$ cat src/rtl/lsu_bus_bridge.sv
// Load/store bridge between the single-cycle datapath and a variable-latency data bus.
// Sizes/aligns the access, drives registered bus signals, stalls the core until ack or timeout.
module lsu_bus_bridge #(
  parameter int unsigned TIMEOUT = 255
) (
  input  logic        clk,
  input  logic        reset,
  input  logic        MemRead,
  input  logic        MemWrite,
  input  logic [2:0]  Funct3,
  input  logic [31:0] ALUResult,
  input  logic [31:0] WriteData,
  output logic [31:0] ReadData,
  output logic        Stall,
  output logic        MemErr,
  output logic        bus_req,
  output logic        bus_we,
  output logic [31:0] bus_addr,
  output logic [3:0]  bus_be,
  output logic [31:0] bus_wdata,
  input  logic        bus_ack,
  input  logic [31:0] bus_rdata
);

  localparam logic [7:0] LP_TO = TIMEOUT[7:0];

  typedef enum logic [1:0] {S_IDLE, S_REQ, S_DONE} state_t;

  state_t      r_state, w_next;
  logic        r_bus_req, r_bus_we, r_memerr, r_is_load;
  logic [31:0] r_bus_addr, r_bus_wdata, r_rdata;
  logic [3:0]  r_bus_be;
  logic [7:0]  r_cnt;
  logic [1:0]  r_lane;
  logic [2:0]  r_f3;

  logic        w_access, w_store, w_legal, w_misalign, w_go, w_bad, w_timeout;
  logic [3:0]  w_be;
  logic [31:0] w_wdata, w_load;
  logic [7:0]  w_byte;
  logic [15:0] w_half;

  // Request decode: a simultaneous read+write is treated as a store.
  always_comb begin
    w_access   = MemRead | MemWrite;
    w_store    = MemWrite;
    w_legal    = 1'b0;
    case (Funct3)
      3'b000, 3'b001, 3'b010: w_legal = 1'b1;
      3'b100, 3'b101:         w_legal = ~w_store;
      default:                w_legal = 1'b0;
    endcase
    w_misalign = ((Funct3[1:0] == 2'b01) & ALUResult[0]) |
                 ((Funct3[1:0] == 2'b10) & (|ALUResult[1:0]));
    w_go       = w_access & w_legal & ~w_misalign;
    w_bad      = w_access & ~(w_legal & ~w_misalign);
    w_be       = 4'b1111;
    w_wdata    = WriteData;
    case (Funct3[1:0])
      2'b00: begin
        w_be    = 4'b0001 << ALUResult[1:0];
        w_wdata = {4{WriteData[7:0]}};
      end
      2'b01: begin
        w_be    = ALUResult[1] ? 4'b1100 : 4'b0011;
        w_wdata = {2{WriteData[15:0]}};
      end
      default: ;
    endcase
    if (!w_store) w_wdata = '0;
  end

  // Load lane selection uses the address offset latched at issue.
  always_comb begin
    case (r_lane)
      2'd0:    w_byte = bus_rdata[7:0];
      2'd1:    w_byte = bus_rdata[15:8];
      2'd2:    w_byte = bus_rdata[23:16];
      default: w_byte = bus_rdata[31:24];
    endcase
    w_half = r_lane[1] ? bus_rdata[31:16] : bus_rdata[15:0];
    case (r_f3)
      3'b000:  w_load = {{24{w_byte[7]}}, w_byte};
      3'b001:  w_load = {{16{w_half[15]}}, w_half};
      3'b100:  w_load = {24'd0, w_byte};
      3'b101:  w_load = {16'd0, w_half};
      default: w_load = bus_rdata;
    endcase
  end

  always_comb begin
    w_next    = r_state;
    w_timeout = (r_state == S_REQ) & ~bus_ack & (r_cnt == LP_TO);
    case (r_state)
      S_IDLE:  if (w_go) w_next = S_REQ;
      S_REQ:   if (bus_ack || w_timeout) w_next = S_DONE;
      S_DONE:  w_next = S_IDLE;
      default: w_next = S_IDLE;
    endcase
  end

  always_ff @(posedge clk or negedge reset) begin
    if (!reset) r_state <= S_IDLE;
    else        r_state <= w_next;
  end

  always_ff @(posedge clk or negedge reset) begin
    if (!reset) begin
      r_bus_req   <= 1'b0;
      r_bus_we    <= 1'b0;
      r_bus_addr  <= '0;
      r_bus_be    <= '0;
      r_bus_wdata <= '0;
      r_rdata     <= '0;
      r_memerr    <= 1'b0;
      r_cnt       <= '0;
      r_lane      <= '0;
      r_f3        <= '0;
      r_is_load   <= 1'b0;
    end else begin
      r_memerr <= 1'b0;
      case (r_state)
        S_IDLE: begin
          r_rdata <= '0;
          if (w_go) begin
            r_bus_req   <= 1'b1;
            r_bus_we    <= w_store;
            r_bus_addr  <= {ALUResult[31:2], 2'b00};
            r_bus_be    <= w_be;
            r_bus_wdata <= w_wdata;
            r_cnt       <= 8'd1;
            r_lane      <= ALUResult[1:0];
            r_f3        <= Funct3;
            r_is_load   <= ~w_store;
          end else if (w_bad) begin
            r_memerr <= 1'b1;
          end
        end
        S_REQ: begin
          if (bus_ack) begin
            r_bus_req <= 1'b0;
            r_rdata   <= r_is_load ? w_load : '0;
          end else if (w_timeout) begin
            r_bus_req <= 1'b0;
            r_rdata   <= '0;
            r_memerr  <= 1'b1;
          end else begin
            r_cnt <= r_cnt + 8'd1;
          end
        end
        S_DONE: begin
          r_rdata <= '0;
          r_cnt   <= '0;
        end
        default: ;
      endcase
    end
  end

  // Stall is gated by reset so an asserted reset releases the core without a clock edge.
  assign Stall     = reset & (((r_state == S_IDLE) & w_go) | (r_state == S_REQ));
  assign ReadData  = r_rdata;
  assign MemErr    = r_memerr;
  assign bus_req   = r_bus_req;
  assign bus_we    = r_bus_we;
  assign bus_addr  = r_bus_addr;
  assign bus_be    = r_bus_be;
  assign bus_wdata = r_bus_wdata;

endmodule

$ cat config.mk
export PLATFORM = sky130hd
export DESIGN_NAME = lsu_bus_bridge
export DESIGN_NICKNAME = d
export VERILOG_FILES = /design/src/rtl/lsu_bus_bridge.sv
export SDC_FILE = /design/constraint.sdc
export NUM_CORES = 1
export LEC_CHECK = 0
export ABC_AREA = 1
export BUFFER_PORTS_ARGS = -buffer_cell sky130_fd_sc_hd__buf_2
export CAP_MARGIN = 20
export CORE_MARGIN = 2
export CORE_UTILIZATION = 50
export DETAILED_ROUTE_END_ITERATION = 10
export GPL_TIMING_DRIVEN = 1
export PLACE_DENSITY = 0.78
export SKIP_LAST_GASP = 1
export SYNTH_ARGS = -nofsm -noshare
export SYNTH_HDL_FRONTEND = slang
export SYNTH_SLANG_ARGS = --single-unit
$ cat constraint.sdc
create_clock -name clk -period 1.8 [get_ports clk]
set_input_delay 0.09 -clock clk [delete_from_list [all_inputs] [get_ports clk]]
set_output_delay 0.09 -clock clk [all_outputs]
set_load 0.01 [all_outputs]
# Word level (Yosys, flattened, before mapping)
# Index checks and enable logic that the tools add are counted.
dict set report totals {
  ff_bits 117
  elab_cells 96
  input_bits 104
}
dict set report classes {
  n_shift 1
  n_reduce_logical 18
  bitwise 17
  eq_ne 19
  n_addsub 1
  n_mux 28
}
# operator n
set ops {}
lappend ops {{$mux 32} 4}
lappend ops {{$pmux 32 s2} 2}
lappend ops {{$pmux 32 s4} 1}
lappend ops {{$pmux 8 s3} 2}
lappend ops {{$mux 8} 3}
lappend ops {{$mux 16} 1}
lappend ops {{$eq 3x3->1 const B} 4}
lappend ops {{$and 1x1->1} 10}
lappend ops {{$add 8x1->8 const B} 1}
lappend ops {{$eq 8x8->1 const B} 1}
lappend ops {{$pmux 4 s2} 1}
lappend ops {{$mux 1} 7}
lappend ops {{$eq 2x1->1 const B} 3}
lappend ops {{$eq 2x2->1 const B} 3}
lappend ops {{$eq 3x1->1 const B} 2}
lappend ops {{$logic_not 2->1} 3}
lappend ops {{$logic_not 3->1} 2}
lappend ops {{$ne 2x2->1 const B} 3}
lappend ops {{$pmux 1 s2} 3}
lappend ops {{$reduce_and 2->1} 3}
lappend ops {{$reduce_or 2->1} 3}
lappend ops {{$mux 2} 2}
lappend ops {{$mux 4} 1}
lappend ops {{$not 1->1} 4}
lappend ops {{12 further kinds} 15}

# Logic depth before layout (Yosys ltp)
dict set report logic_depth {
  ltp_word 10
  depth_mapped 11
}

# Worst setup path after synthesis
# Ideal clock, no wire load.
dict set report synth_path {
  kind {register to register}
  from {register r_state[0]}
  to {register r_rdata[16] (netlist: ReadData[16])}
  stages_incl_launch_ff 11
  t_arrival_ns 1.500
  path_slack_ns 0.183
  synth_period_minus_slack_ns 1.617
  path_cell_list {dfrtp_1 > inv_1 > ha_1 > nor2_1 > inv_1 > or2_2 > nand2_2 > buf_2 > nor2_1 > nand2_1 > nand2_1}
}
dict set report synth_via {
  elab_chain_cells 5
  word_cells_on_any_way 10
}
# element line_no
set synth_rtl {}
lappend synth_rtl {{from (decl)} 29} ;# state_t r_state, w_next;
lappend synth_rtl {{from (signal assigned)} 104} ;# else r_state <= w_next;
lappend synth_rtl {{$eq 2x1->1} {93, 122}}
lappend synth_rtl {{$and 1x1->1 (2 in a row)} 93} ;# w_timeout = (r_state == S_REQ) & ~bus_ack & (r_cnt == LP_TO);
lappend synth_rtl {{$ne 3x3->1 (no line)} -}
lappend synth_rtl {{$reduce_and 2->1 (no line)} -}
lappend synth_rtl {{to (signal assigned)} 142} ;# r_rdata <= r_is_load ? w_load : '0;
lappend synth_rtl {{to (decl)} 31} ;# logic [31:0] r_bus_addr, r_bus_wdata, r_rdata;
# Several ways; a longest one is shown, not always the timed one.
# A chain may end at the register's enable or synchronous reset.

# Worst setup path in the final report
dict set report layout_path {
  from {register r_state[0]}
  to {output port Stall}
}
dict set report layout_via {
  elab_chain_cells 4
  word_cells_on_any_way 5
}
# element line_no
set layout_rtl {}
lappend layout_rtl {{$logic_not 2->1} 161} ;# assign Stall = reset & (((r_state == S_IDLE) & w_go) | (r_state == S_REQ));
lappend layout_rtl {{$and 1x1->1} 161}
lappend layout_rtl {{$or 1x1->1 (*)} 161}
lappend layout_rtl {{$and 1x1->1 (*)} 161}
lappend layout_rtl {{to (decl)} 14} ;# output logic Stall,
# Every way passes the cells marked *; elsewhere a longest branch is shown, timed or not.

==> run metrics <==
Switching Share=39.78%; critical path's top delay family=buffers and inverters; TritonCTS Buffers=17; gr busiest metal=met2; Mean Syn Cell Area=7.639 µm²; Via-to-Cell Ratio=5.301; clock share of power=25.3%; status=completed; sequential share of power=31.7%; initial antenna violation count=0; Synth top area share=50.30%; Internal=8221 µW; Leak=0.004654 µW; clk buf depth=2; ys flop type=dfrtp_1; relative slew slack=64.03%; Area Overhead vs Synth=46.93%; Cell Area, Synth=5821 µm²; synth top area cells=dfrtp_1 (50%), nand2_1 (20%), o21ai_0 (5.7%); die height=111.9 µm; RR Startpoint=r_state[0]; max incr delay on CP=0.39 ns; first-pass GRT wire length=30,830 µm; Fin. Hold Viols=0; NumNets Final=1,153; worst hold path depth=3; DP HPWL=11,370 µm; number of synthesized flops with an enable pin=0; FILL cells=803; vias in the first global route=6,349; Reg2Reg Depth=10; min Tclk post-route=1.758 ns; Core Util, Final=75.22%; clk root buf=clkbuf_16; RSZ-0062 raised after global routing=true; Fmax=568.8 MHz; die width=111.9 µm; Core ar.=11,370 µm²; Tcrit/Tclk final=97.66%; Top Ports=208; initial DRC count=518; gpl congestion=0.8855; Antenna Violating Nets Remaining=0; pwr dens=1596 nW/µm²; met2 Use GR=52.93%; worst-path cell chain=inv_2, ha_4, buf_6, inv_4, nor2_4, buf_12, o21a_1, buf_2; Worst Path Required=1.71 ns; most frequent cells in the layout=nand2_1 (316), buf_2 (204), dfrtp_1 (117); CTS tree=built; warning count from the yosys run=0; startpoint types=register; worst slew pin tran=0.5360 ns; crit-path max FO=3; port bufs=205; share of layout cells above drive strength 1=28.57%; Async S/R FF share, synth=100.0%; gr usage total=30.70%; Setup WS post-layout=0.04206 ns; pre-CTS WS=0.03236 ns; hold endpoint=bus_wdata[30]; largest net degree at the start of global routing=80; Final Max Tran Viols=0; Max Cap Violations=0; WL final=19,320 µm; ANT cells=0; Comb pwr share=43.0%; switching power=5431 µW; Max VDD drop=1.071 mV; Overflow after GRT=0; Routed WL per cell=16.10 µm; First-pass DRT Iterations=5; reg-to-reg slack, setup=0.11 ns; # clock sinks=117; Setup Crit Path Kind=reg2out; GR Util met3=7.948%; Tightest Hold Check Type=in2reg; Initial Util=51.19%; die area=12,520 µm²; met1 usage=37.22%; register area share after synthesis=50.30%; Vias=6,361; hold path startpoint=WriteData[30]; register clock-pin slew on the reported worst setup and hold paths=0.06 ns; clock latency on the worst-skew pair=0.41 ns; # setup viols final=0; library cells used by synthesis=32; Buffers & Inverters on Critical Path=5; Setup Skew=0.008621 ns; CP arrival=1.67 ns; Site Rows=39; Residual DRC=0; commonest non-fill, non-tap cell in the layout=nand2_1; Mapped Cells=762; Seq cells post-synth=117; post-synth top area cell=dfrtp_1; H-tree levels=4; critical path's slowest cell=dfrtp_1; r2r endpoint=bus_wdata[27]; Critical Path End Type=primary output
## cells in the mapped netlist, types with 2 or more instances
cell type / number
a211oi_1: 2
a21oi_1: 14
buf_2: 18
buf_4: 7
buf_6: 4
clkbuf_1: 12
dfrtp_1: 117
ha_1: 5
inv_1: 42
inv_2: 2
nand2_1: 316
nand3_1: 44
nand3_2: 3
nand4_1: 9
nor2_1: 43
nor3_1: 2
o211ai_1: 13
o21a_1: 2
o21ai_0: 66
o21ai_1: 25
or2_2: 5
## layout make-up
type / count / area (µm²) / share of cell area (%)
Tap cell: 143 / 178.9 / 2.092
Sequential cell: 117 / 2928 / 34.24
Timing Repair Buffer: 304 / 2147 / 25.11
Clock buffer: 17 / 425.4 / 4.974
Multi-Input combinational cell: 559 / 2527 / 29.55
Inverter: 45 / 172.7 / 2.019
Clock inverter: 15 / 172.7 / 2.019
## power by group through the flow
| stage | Combinational, µW | Sequential [µW] | Clock [µW] |
|---|---|---|---|
| CTS | 5280 | 4280 | 3460 |
| floorplan | 2450 | 4720 | 0 |
| detailed placement | 4940 | 4270 | 0 |
| global route | 6420 | 4440 | 3620 |
| global placement | 4820 | 4280 | 0 |
| finish | 5880 | 4330 | 3450 |
## worst max path at each step
stage               startpoint           end  slack, ns  cells after the start
floorplan           r_state[0]  ReadData[16]       0.18                     10
global placement    r_state[0]  ReadData[20]       0.09                     10
detailed placement  r_state[0]  ReadData[20]       0.03                     10
CTS                 r_state[0]         Stall      -0.02                      8
global route        r_state[1]         Stall      -0.04                      8
finish              r_state[0]         Stall       0.04                      8
## sequential cells by signal, indices dropped and copies added, names as in the netlist
name	count
r_lane	2
r_state	2
ReadData	32
bus_be	4
bus_wdata	32
MemErr	1
bus_req	1
r_is_load	1
r_cnt	8
r_f3	3
bus_addr	30
bus_we	1
## tightest hold or removal path: stages
cell	delay, ns
buf_2	0.08
o211ai_1	0.07
o21ai_0	0.15
## per-layer routing
layer	share of wire, %	routed length (µm)
met5	0	0
met4	3.6	696
met3	8.7	1690
met2	50	9570
met1	38	7359
## through the flow
stage               hold WS [ns]  cells  cell area, µm²  setup TNS [ns]  power, µW
CTS                     0.003834   1191            8361         -0.1522      13020
finish                   0.01210   1200            8552               0      13650
global route             0.03540   1200            8552         -0.1592      14480
floorplan                -0.2056    763            5824               0       7171
global placement       -0.009575   1094            7054               0       9107
detailed placement      -0.01002   1094            7054               0       9215
## cells by family after synthesis
group | Yosys count | synth area share (%)
AND/OR/NAND/NOR | 427 | 29.86
adder cells (fa/ha/maj) | 5 | 1.075
other | 1 | 0.06443
AO/OA/AOI/OAI | 125 | 11.65
flip-flops | 117 | 50.30
buffers and inverters | 87 | 7.051
## timing repair
action / 4_1_cts / 5_1_grt
buffers inserted: 4 / 4
hold buffers: 58 / 0
endpoints found under the setup margin: 1 / 53
hold endpoints to repair: 174 / 0
pin swaps: 1 / 3
resized for setup: 4 / 12
gates cloned: 3 / 5
(Power assumes the default switching activity.)
